$ cat src/rtl/load_store_unit_pkg.sv
// Shared encodings and helpers for the load/store unit.
package lsu_pkg;

    localparam logic [1:0] SZ_BYTE = 2'b00;
    localparam logic [1:0] SZ_HALF = 2'b01;
    localparam logic [1:0] SZ_WORD = 2'b10;

    typedef enum logic [1:0] {
        IDLE  = 2'd0,
        READ  = 2'd1,
        WRITE = 2'd2,
        RESP  = 2'd3
    } lsu_state_e;

    // The RAM returns byte aligned+k in bits [31-8k:24-8k]; reverse it so
    // byte aligned+k sits in bits [8k+7:8k], matching the write-side order.
    function automatic logic [31:0] lane_swap(input logic [31:0] w);
        return {w[7:0], w[15:8], w[23:16], w[31:24]};
    endfunction

    function automatic logic is_misaligned(input logic [1:0] size, input logic [1:0] offset);
        return (size == 2'b11)
            || (size == SZ_HALF && offset[0])
            || (size == SZ_WORD && offset != 2'b00);
    endfunction

endpackage

$ cat src/rtl/load_store_unit_if.sv
// Core request/response handshake plus the RAM port, bundled for the LSU.
interface load_store_unit_if #(
    parameter int ADDR_W = 32
);
    logic              req_valid;
    logic              req_ready;
    logic              req_write;
    logic [1:0]        req_size;
    logic              req_unsigned;
    logic [ADDR_W-1:0] req_addr;
    logic [31:0]       req_wdata;

    logic              resp_valid;
    logic [31:0]       resp_rdata;
    logic              resp_err;

    logic [ADDR_W-1:0] mem_address;
    logic              mem_readEnable;
    logic              mem_writeEnable;
    logic [31:0]       mem_writeData;
    logic [31:0]       mem_readData;

    modport slave (
        input  req_valid, req_write, req_size, req_unsigned, req_addr, req_wdata, mem_readData,
        output req_ready, resp_valid, resp_rdata, resp_err,
               mem_address, mem_readEnable, mem_writeEnable, mem_writeData
    );

    modport master (
        output req_valid, req_write, req_size, req_unsigned, req_addr, req_wdata, mem_readData,
        input  req_ready, resp_valid, resp_rdata, resp_err,
               mem_address, mem_readEnable, mem_writeEnable, mem_writeData
    );
endinterface

$ cat src/rtl/load_store_unit_byte_lane_align.sv
// Byte-lane datapath: swaps RAM read data, merges sub-word stores, extracts loads.
module byte_lane_align
    import lsu_pkg::*;
(
    input  logic [31:0] rd_word_i,
    input  logic [1:0]  offset_i,
    input  logic [1:0]  size_i,
    input  logic        unsigned_i,
    input  logic [31:0] wdata_i,
    output logic [31:0] merged_o,
    output logic [31:0] load_o
);

    logic [31:0] lw;
    logic [7:0]  byte_sel;
    logic [15:0] half_sel;

    assign lw       = lane_swap(rd_word_i);
    assign byte_sel = lw[{offset_i, 3'b000} +: 8];
    assign half_sel = lw[{offset_i[1], 4'b0000} +: 16];

    always_comb begin
        // NOTE: both outputs get a default before the case, so no path infers a latch.
        merged_o = lw;
        load_o   = lw;
        case (size_i)
            SZ_BYTE: begin
                merged_o[{offset_i, 3'b000} +: 8] = wdata_i[7:0];
                load_o = unsigned_i ? {24'd0, byte_sel} : {{24{byte_sel[7]}}, byte_sel};
            end
            SZ_HALF: begin
                merged_o[{offset_i[1], 4'b0000} +: 16] = wdata_i[15:0];
                load_o = unsigned_i ? {16'd0, half_sel} : {{16{half_sel[15]}}, half_sel};
            end
            default: merged_o = wdata_i;
        endcase
    end

endmodule

$ cat src/rtl/load_store_unit.sv
// Load/store unit: request FSM with registered RAM strobes and response outputs.
module load_store_unit
    import lsu_pkg::*;
#(
    parameter int ADDR_W = 32
) (
    input  logic             clk,
    input  logic             rst,
    load_store_unit_if.slave bus
);

    lsu_state_e        state_q;
    logic              write_q;
    logic              unsigned_q;
    logic [1:0]        size_q;
    logic [1:0]        offset_q;
    logic [31:0]       wdata_q;
    logic [ADDR_W-1:0] mem_addr_q;
    logic              mem_re_q;
    logic              mem_we_q;
    logic [31:0]       mem_wdata_q;
    logic              resp_valid_q;
    logic              resp_err_q;
    logic [31:0]       resp_rdata_q;

    logic [31:0]       merged_d;
    logic [31:0]       load_d;
    logic [ADDR_W-1:0] aligned_d;

    assign aligned_d = {bus.req_addr[ADDR_W-1:2], 2'b00};

    byte_lane_align u_align (
        .rd_word_i  (bus.mem_readData),
        .offset_i   (offset_q),
        .size_i     (size_q),
        .unsigned_i (unsigned_q),
        .wdata_i    (wdata_q),
        .merged_o   (merged_d),
        .load_o     (load_d)
    );

    // Ready is gated by rst so nothing is accepted while reset is held.
    assign bus.req_ready       = ~rst & (state_q == IDLE);
    assign bus.mem_address     = mem_addr_q;
    assign bus.mem_readEnable  = mem_re_q;
    assign bus.mem_writeEnable = mem_we_q;
    assign bus.mem_writeData   = mem_wdata_q;
    assign bus.resp_valid      = resp_valid_q;
    assign bus.resp_err        = resp_err_q;
    assign bus.resp_rdata      = resp_rdata_q;

    // NOTE: all state uses non-blocking assignments so every register sees pre-edge values.
    always_ff @(posedge clk or posedge rst) begin
        if (rst) begin
            state_q      <= IDLE;
            write_q      <= 1'b0;
            unsigned_q   <= 1'b0;
            size_q       <= SZ_BYTE;
            offset_q     <= 2'b00;
            wdata_q      <= '0;
            mem_addr_q   <= '0;
            mem_re_q     <= 1'b0;
            mem_we_q     <= 1'b0;
            mem_wdata_q  <= '0;
            resp_valid_q <= 1'b0;
            resp_err_q   <= 1'b0;
            resp_rdata_q <= '0;
        end else begin
            case (state_q)
                IDLE: begin
                    if (bus.req_valid && bus.req_ready) begin
                        write_q    <= bus.req_write;
                        unsigned_q <= bus.req_unsigned;
                        size_q     <= bus.req_size;
                        offset_q   <= bus.req_addr[1:0];
                        wdata_q    <= bus.req_wdata;
                        if (is_misaligned(bus.req_size, bus.req_addr[1:0])) begin
                            state_q      <= RESP;
                            resp_valid_q <= 1'b1;
                            resp_err_q   <= 1'b1;
                        end else if (bus.req_write && bus.req_size == SZ_WORD) begin
                            state_q     <= WRITE;
                            mem_we_q    <= 1'b1;
                            mem_addr_q  <= aligned_d;
                            mem_wdata_q <= bus.req_wdata;
                        end else begin
                            state_q    <= READ;
                            mem_re_q   <= 1'b1;
                            mem_addr_q <= aligned_d;
                        end
                    end
                end
                READ: begin
                    mem_re_q <= 1'b0;
                    if (write_q) begin
                        // Sub-word store: merge the fresh read word and write it back.
                        state_q     <= WRITE;
                        mem_we_q    <= 1'b1;
                        mem_wdata_q <= merged_d;
                    end else begin
                        state_q      <= RESP;
                        mem_addr_q   <= '0;
                        resp_valid_q <= 1'b1;
                        resp_rdata_q <= load_d;
                    end
                end
                WRITE: begin
                    state_q      <= RESP;
                    mem_we_q     <= 1'b0;
                    mem_addr_q   <= '0;
                    mem_wdata_q  <= '0;
                    resp_valid_q <= 1'b1;
                end
                RESP: begin
                    state_q      <= IDLE;
                    resp_valid_q <= 1'b0;
                    resp_err_q   <= 1'b0;
                    resp_rdata_q <= '0;
                end
                default: state_q <= IDLE;
            endcase
        end
    end

endmodule

$ cat src/flat_wrapper.sv
// flat-port wrapper written by rule: the top's interface ports become plain ports
module load_store_unit_flat import lsu_pkg::*;
#(
    parameter int ADDR_W = 32
)
  (clk, rst, bus_req_valid, bus_req_write, bus_req_size, bus_req_unsigned, bus_req_addr, bus_req_wdata, bus_mem_readData, bus_req_ready, bus_resp_valid, bus_resp_rdata, bus_resp_err, bus_mem_address, bus_mem_readEnable, bus_mem_writeEnable, bus_mem_writeData);
  load_store_unit_if #(.ADDR_W(ADDR_W)) bus_i ();
  input  logic clk;
  input  logic rst;
  input wire logic [$bits(bus_i.req_valid)-1:0] bus_req_valid;
  input wire logic [$bits(bus_i.req_write)-1:0] bus_req_write;
  input wire logic [$bits(bus_i.req_size)-1:0] bus_req_size;
  input wire logic [$bits(bus_i.req_unsigned)-1:0] bus_req_unsigned;
  input wire logic [$bits(bus_i.req_addr)-1:0] bus_req_addr;
  input wire logic [$bits(bus_i.req_wdata)-1:0] bus_req_wdata;
  input wire logic [$bits(bus_i.mem_readData)-1:0] bus_mem_readData;
  output wire logic [$bits(bus_i.req_ready)-1:0] bus_req_ready;
  output wire logic [$bits(bus_i.resp_valid)-1:0] bus_resp_valid;
  output wire logic [$bits(bus_i.resp_rdata)-1:0] bus_resp_rdata;
  output wire logic [$bits(bus_i.resp_err)-1:0] bus_resp_err;
  output wire logic [$bits(bus_i.mem_address)-1:0] bus_mem_address;
  output wire logic [$bits(bus_i.mem_readEnable)-1:0] bus_mem_readEnable;
  output wire logic [$bits(bus_i.mem_writeEnable)-1:0] bus_mem_writeEnable;
  output wire logic [$bits(bus_i.mem_writeData)-1:0] bus_mem_writeData;
  assign bus_i.req_valid = bus_req_valid;
  assign bus_i.req_write = bus_req_write;
  assign bus_i.req_size = bus_req_size;
  assign bus_i.req_unsigned = bus_req_unsigned;
  assign bus_i.req_addr = bus_req_addr;
  assign bus_i.req_wdata = bus_req_wdata;
  assign bus_i.mem_readData = bus_mem_readData;
  assign bus_req_ready = bus_i.req_ready;
  assign bus_resp_valid = bus_i.resp_valid;
  assign bus_resp_rdata = bus_i.resp_rdata;
  assign bus_resp_err = bus_i.resp_err;
  assign bus_mem_address = bus_i.mem_address;
  assign bus_mem_readEnable = bus_i.mem_readEnable;
  assign bus_mem_writeEnable = bus_i.mem_writeEnable;
  assign bus_mem_writeData = bus_i.mem_writeData;
  load_store_unit #(.ADDR_W(ADDR_W)) u_core (.clk(clk), .rst(rst), .bus(bus_i));
endmodule
$ cat config.mk
export PLATFORM = sky130hd
export DESIGN_NAME = load_store_unit_flat
export DESIGN_NICKNAME = d
export VERILOG_FILES = /design/src/rtl/load_store_unit_pkg.sv /design/src/rtl/load_store_unit_if.sv /design/src/rtl/load_store_unit_byte_lane_align.sv /design/src/rtl/load_store_unit.sv /design/src/flat_wrapper.sv
export SDC_FILE = /design/constraint.sdc
export NUM_CORES = 1
export LEC_CHECK = 0
export ABC_AREA = 1
export CAP_MARGIN = 20
export CORE_MARGIN = 1
export CORE_UTILIZATION = 40
export DETAILED_ROUTE_END_ITERATION = 6
export PLACE_DENSITY_LB_ADDON = 0.1
export SLEW_MARGIN = 25
export SYNTH_ARGS = -nofsm -noshare
export SYNTH_HDL_FRONTEND = slang
export SYNTH_SLANG_ARGS = --single-unit
$ cat constraint.sdc
create_clock -name clk -period 4.6 [get_ports clk]
set_clock_uncertainty 0.05 [all_clocks]
set_input_delay 0.92 -clock clk [delete_from_list [all_inputs] [get_ports clk]]
set_output_delay 0.92 -clock clk [all_outputs]
set_load 0.05 [all_outputs]
* Word-level counts from Yosys, hierarchy flattened
Cells that the tools add are included.
** Word-level totals
- Bits in read-only memories :: 0
- Output and inout port bits :: 101
- Memories kept :: 0
- Latch bits :: 0
- Logic and storage cells :: 93
- Register bits :: 140
- Bits in writable memories :: 0
** Cells by class
- Div/mod/pow operators :: 0
- $lt $le $gt $ge :: 0
- Eq/ne operators :: 14
- Multiply operators :: 0
- Muxes and demuxes :: 36
- Shift operators :: 6
- Reductions and logical operators :: 20
- Bitwise gates (word level) :: 2
- Add/sub/neg operators :: 2
** Operator list (number)
- $mux 32 :: 10
- $pmux 32 s2 :: 3
- $pmux 32 s3 :: 2
- $bwmux 32 :: 2
- $shift 16x7->32 const A :: 1
- $shift 8x7->32 const A :: 1
- $shiftx 16x7->32 :: 1
- $shiftx 32x6->16 :: 1
- $shiftx 32x6->8 :: 1
- $shiftx 8x7->32 :: 1
- $neg 5->7 :: 2
- $ne 2x2->1 const B :: 6
- $mux 1 :: 11
- $eq 2x2->1 const B :: 4
- $pmux 2 s4 :: 1
- $reduce_and 4->1 :: 2
- $reduce_bool 2->1 :: 4
- $eq 2x1->1 const B :: 3
- $mux 2 :: 3
- $reduce_and 3->1 :: 2
- $reduce_and 5->1 :: 1
- $logic_and 1x1->1 :: 4
- $logic_not 2->1 :: 2
- $pmux 1 s2 :: 2
- 8 further kinds :: 10

* Logic depth before layout (Yosys ltp)
- Depth after elaboration :: 7
- Gate-level depth with buffers :: 14

* Hierarchy
From an unflattened synthesis, not the netlist that was laid out.
** Unflattened totals
- Cells, all modules :: 1158
- Area total of the unflattened synthesis :: 8146.6 µm²
** By module, submodules not included
- load_store_unit :: times used 1, cells an instance 767, area each 6293.5 µm²
- byte_lane_align :: times used 1, cells an instance 391, area each 1853.0 µm²

* Worst setup path before layout
Ideal clock, no wire load.
- Kind :: flip-flop to flip-flop
- Start :: register u_core.offset_q[1]
- End :: register u_core.mem_wdata_q[1] (netlist: u_core.bus.mem_writeData[1])
- Data required time :: 4.484 ns
- Data arrival time :: 2.102 ns
- Path buffers :: 3
- Path slack :: 2.382 ns
- Cell stages (with the launch flop) :: 13
- Clock period less this slack :: 2.218 ns
- Path through :: dfrtp_1 -> buf_4 -> inv_2 -> buf_1 -> ha_1 -> buf_4 -> clkinv_1 -> nand3_1 -> o21ai_0 -> nand3_1 -> nand2_1 -> nand2_1 -> nand2_1
** Between the ends
- Word-level cells in the longest chain between the ends :: 6
- Elaborated cells on any way between the ends :: 11
** RTL lines
- start: declaration :: RTL line load_store_unit.sv:16 : logic [1:0] offset_q;
- start signal: assignment :: RTL line load_store_unit.sv:75 : offset_q <= bus.req_addr[1:0];
- $neg 5->7 (on tied branches) :: RTL line load_store_unit_byte_lane_align.sv:32, load_store_unit_byte_lane_align.sv:28
- $shiftx 16x7->32, or another cell as far along :: RTL line load_store_unit_byte_lane_align.sv:32 : merged_o[{offset_i[1], 4'b0000} +: 16] = wdata_i[15:0];
- $bwmux 32 (on tied branches) :: RTL line load_store_unit_byte_lane_align.sv:32, load_store_unit_byte_lane_align.sv:28
- $pmux 32 s2 (*) :: RTL line load_store_unit_byte_lane_align.sv:26 : case (size_i)
- $mux 32 (*) :: RTL line load_store_unit.sv:95 : if (write_q) begin
- $pmux 32 s3 (*) :: RTL line load_store_unit.sv:69 : case (state_q)
- end signal: assignment :: RTL line load_store_unit.sv:85 : mem_wdata_q <= bus.req_wdata;
- end signal: assignment :: RTL line load_store_unit.sv:99 : mem_wdata_q <= merged_d;
- end: declaration :: RTL line load_store_unit.sv:21 : logic [31:0] mem_wdata_q;
Mark *: on every way between the ends. The rest lies on a longest branch, timed or not. The select of a mux whose other input is x is not followed.
A chain may end at the register's enable or synchronous reset.

* Final worst setup path
- Start :: input port rst
- End :: output port bus_req_ready
** Between the ends
- Word-level cells in the longest chain between the ends :: 2
** RTL lines
- start: declaration :: RTL line flat_wrapper.sv:9 : input logic rst;
- $not 1->1 :: RTL line load_store_unit.sv:43 : assign bus.req_ready = ~rst & (state_q == IDLE);
- $and 1x1->1 :: RTL line load_store_unit.sv:43
- end: declaration :: RTL line flat_wrapper.sv:17 : output wire logic [$bits(bus_i.req_ready)-1:0] bus_req_ready;
No other way between the ends.

==> run_summary.xml <==
<?xml version="1.0" encoding="UTF-8"?>
<metrics>
  <group name="global_route">
    <metric name="grt_first_pass_wirelength" unit="um">40900</metric>
    <metric name="antenna_found_initial" unit="">0</metric>
    <metric name="grtUsageTotal" unit="%">24.5</metric>
    <metric name="overflow" unit="">0</metric>
    <metric name="grt_max_degree" unit="">61</metric>
    <metric name="via_count_of_the_first_global_routing_pass" unit="">7696</metric>
  </group>
  <group name="synth">
    <metric name="flop_and_latch_count_out_of_synthesis" unit="">138</metric>
    <metric name="yosysWarningCount" unit="">0</metric>
    <metric name="yosys.cell_types.count" unit="">32</metric>
    <metric name="muxShareOfSynthArea" unit="%">0</metric>
    <metric name="yosys.area_share.adder" unit="%">1.51</metric>
    <metric name="post-synth-top-area-cell" unit="">dfrtp_1</metric>
    <metric name="postSynthAreaPerCell" unit="sq um">6.92</metric>
    <metric name="largest_family_of_logic_cells_by_synthesized_area" unit="">simple AND/OR/NAND/NOR gates</metric>
    <metric name="yosys.area.top_type_share" unit="%">41.7</metric>
    <metric name="yosys.area_share.xor_xnor" unit="%">0</metric>
    <metric name="synth-compound-area-share" unit="%">16.0</metric>
    <metric name="synth_sequential_area_ratio" unit="%">41.7</metric>
    <metric name="synth-simple-area-share" unit="%">31.2</metric>
    <metric name="postSynthCellCount" unit="">1196</metric>
    <metric name="netlist_area" unit="sq mm">0.00828</metric>
    <metric name="synth_top_area_cells" unit="">dfrtp_1 42%, nand2_1 24%, o21ai_0 4.7%</metric>
  </group>
  <group name="finish">
    <metric name="layout-area-overhead-vs-synth" unit="%">32.0</metric>
    <metric name="mostFrequentLayoutCells" unit="">519 x nand2_1, 201 x clkdlybuf4s50_1, 138 x dfrtp_1</metric>
    <metric name="layout-drive-gt1-share" unit="%">6.21</metric>
    <metric name="multiInputGateArea" unit="sq mm">0.00404</metric>
    <metric name="antenna-diode-count" unit="">0</metric>
    <metric name="layout_commonest_cell" unit="">nand2_1</metric>
    <metric name="seq_area" unit="sq mm">0.00345</metric>
    <metric name="n_fill_cell" unit="">2021</metric>
    <metric name="final_net_count" unit="">1469</metric>
    <metric name="final_area" unit="sq mm">0.0109</metric>
  </group>
  <group name="die">
    <metric name="fp.dieArea" unit="sq mm">0.0213</metric>
    <metric name="placementRows" unit="">52</metric>
    <metric name="boundaryPins" unit="">204</metric>
    <metric name="floorplan.initialDensity" unit="%">40.9</metric>
    <metric name="die_x" unit="um">146</metric>
    <metric name="fp.coreArea" unit="sq mm">0.0202</metric>
    <metric name="fp.dieH" unit="um">146</metric>
  </group>
  <group name="routing">
    <metric name="routed_wirelength" unit="um">25400</metric>
    <metric name="wl_met3" unit="um">1950</metric>
    <metric name="drt_iter0_drc" unit="">568</metric>
    <metric name="detailroute.wirelength.met2" unit="um">11400</metric>
    <metric name="first_pass_iters" unit="">5</metric>
    <metric name="remaining_drc_errors" unit="">0</metric>
    <metric name="drt-wirelength-per-cell" unit="um">15.5</metric>
    <metric name="topRoutingLayerUsed" unit="">met4</metric>
    <metric name="total_via_count_in_the_routed_design" unit="">8121</metric>
    <metric name="post_drt_via_cell_ratio" unit="">4.95</metric>
    <metric name="detail_route.wirelength.met1" unit="um">11300</metric>
    <metric name="route.antenna.remaining_nets" unit="">0</metric>
  </group>
  <group name="clocking">
    <metric name="clock_path_buffers" unit="">2</metric>
    <metric name="cts_tree" unit="">built</metric>
    <metric name="cts.htree.levels" unit="">4</metric>
    <metric name="number_of_clock_sinks" unit="">138</metric>
    <metric name="clk_pin_slew_worst_paths" unit="ps">60</metric>
    <metric name="cts_setup_buffers" unit="">0</metric>
    <metric name="root_buffer" unit="">clkbuf_16</metric>
    <metric name="cts_hold_buf" unit="">0</metric>
    <metric name="cts-buffers-inserted" unit="">17</metric>
    <metric name="clock_latency_on_the_worst_skew_pair" unit="ps">430</metric>
    <metric name="ctsResizeCount" unit="">0</metric>
  </group>
  <group name="timing">
    <metric name="worst_pin_slew" unit="ps">970</metric>
    <metric name="period_needed" unit="ps">3340</metric>
    <metric name="setup_violations" unit="">0</metric>
    <metric name="final_min_period_over_clock_period" unit="%">72.7</metric>
    <metric name="max-slew-margin-rel" unit="%">35.1</metric>
    <metric name="rsz0062_at_grt" unit="">no</metric>
    <metric name="endpoints_failing_hold" unit="">0</metric>
    <metric name="setup_tns" unit="ps">0</metric>
    <metric name="fmax" unit="GHz">0.299</metric>
    <metric name="timing_max_transition_violations_final" unit="">0</metric>
  </group>
  <group name="min_path">
    <metric name="min-delay-path-class" unit="">reg -&gt; reg</metric>
  </group>
  <group name="outcome">
    <metric name="run_status" unit="">finished clean</metric>
  </group>
  <group name="placed_design">
    <metric name="dp_hpwl" unit="um">18200</metric>
    <metric name="port-buffer-count" unit="">201</metric>
    <metric name="globalplace.congestion" unit="">0.925</metric>
    <metric name="detailed_place.area" unit="sq mm">0.0103</metric>
  </group>
  <group name="critical_path">
    <metric name="critical-path-slowest-cell" unit="">clkdlybuf4s50_1</metric>
    <metric name="critPathArrivalTime" unit="ps">2370</metric>
    <metric name="worstSetupPathType" unit="">in -&gt; out</metric>
    <metric name="critical_path.max_fanout" unit="">2</metric>
    <metric name="slowest_delay" unit="ps">800</metric>
    <metric name="crit_required" unit="ps">3630</metric>
    <metric name="crit_chain" unit="">clkdlybuf4s50_1 &gt; nor2_4 &gt; clkdlybuf4s50_1</metric>
    <metric name="timing.critical_path.from_type" unit="">primary input</metric>
    <metric name="crit_top_cell" unit="">clkdlybuf4s50_1</metric>
    <metric name="endpoint_kind" unit="">output pin</metric>
  </group>
  <group name="power_and_ir_drop">
    <metric name="power-per-cell-area" unit="mW/mm^2">815</metric>
    <metric name="power.total" unit="uW">8910</metric>
    <metric name="ir_drop" unit="mV">0.374</metric>
    <metric name="static-leakage-power" unit="uW">0.00536</metric>
  </group>
  <group name="run">
    <metric name="max_cap_viol_count" unit="">0</metric>
  </group>
</metrics>
-- worst max-delay path, delay by kind of cell --
| kind | cells | cell delay (ps) |
|---|---|---|
| buffers and inverters | 2 | 1300 |
| and+or+nand+nor | 1 | 150 |
-- metal layers --
layer / GRT usage, % / vias to the layer above
met3: 6.27 / 50
met4: 10.5 / 0
met1: 31.9 / 3670
li1: - / 4097
met5: 0 / -
met2: 38.4 / 304
-- cells by family after synthesis --
logic type | count (synthesis)
buffers and inverters | 172
flip-flops | 138
adder cells (fa/ha/maj) | 10
other | 1
AND/OR/NAND/NOR | 646
AO/OA/AOI/OAI | 229
-- power breakdown --
group	switching (uW)	internal [uW]	total, uW
logic	3740	1660	5400
clock network	582	825	1410
registers	377	1730	2110
total	4700	4210	8910
-- final cells by class --
type	count	area share, %
Clock buffer	18	4.02
Clock inverter	14	1.45
Inverter	100	3.48
Multi-Input combinational cell	887	37.0
Sequential cell	138	31.6
Tap cell	270	3.09
Timing Repair Buffer	212	19.4
-- Yosys cell counts --
| library cell | count |
|---|---|
| nor2_4 | 1 |
| buf_1 | 3 |
| nand2_1 | 519 |
| a21oi_1 | 68 |
| nand4_1 | 16 |
| dfrtp_1 | 138 |
| buf_6 | 13 |
| ha_1 | 10 |
| inv_2 | 6 |
| clkinv_1 | 2 |
| nand3_1 | 35 |
| buf_4 | 6 |
| a21boi_0 | 16 |
| nand2_4 | 2 |
| nand2_2 | 2 |
| o21ai_2 | 8 |
| nand4_4 | 1 |
| a21oi_2 | 17 |
| o211ai_2 | 1 |
| buf_2 | 16 |
| o211ai_1 | 13 |
| inv_1 | 91 |
| conb_1 | 1 |
| nand3_4 | 2 |
| a21o_1 | 1 |
| o21ai_0 | 78 |
| a22oi_1 | 1 |
| nand3b_1 | 1 |
| nor2_1 | 67 |
| clkinv_2 | 1 |
| o21ai_1 | 26 |
| clkbuf_1 | 34 |
-- sequential cells by signal, indices dropped and copies added (netlist names), 2 cells and up --
signal / cells
u_core.bus.mem_writeData: 32
u_core.bus.resp_rdata: 32
u_core.wdata_q: 32
u_core.bus.mem_address: 30
u_core.offset_q: 2
u_core.size_q: 2
u_core.state_q: 2
-- stage by stage --
step	util, %	cells	hold WS [ps]	worst slack [ps]
after floorplan	-	1197	403	1910
after global placement	51.0	1606	412	1260
after detailed placement	51.0	1606	416	1250
after CTS	53.9	1638	435	1250
after global routing	54.0	1639	449	1160
final	54.0	1639	429	1260
-- path summary, 6_finish.rpt --
path                                                    startpoint  cells past startpoint  slack (ps)                                  endpoint
setup / recovery                                               rst                      3        1260                             bus_req_ready
hold / removal             u_core.bus.mem_writeData[2]$_DFFE_PP0P_                      2         430   u_core.bus.mem_writeData[2]$_DFFE_PP0P_
setup reg to reg                     u_core.state_q[0]$_DFFE_PP0P_                      7        1580    u_core.bus.mem_address[29]$_DFFE_PP0P_
hold reg to reg            u_core.bus.mem_writeData[2]$_DFFE_PP0P_                      2         430   u_core.bus.mem_writeData[2]$_DFFE_PP0P_
max in group asynchronous                                      rst                      3        2940    u_core.bus.mem_address[27]$_DFFE_PP0P_
min in group asynchronous                                      rst                      2         860  u_core.bus.mem_writeData[10]$_DFFE_PP0P_
No activity file was read; power rests on OpenSTA's default activity.
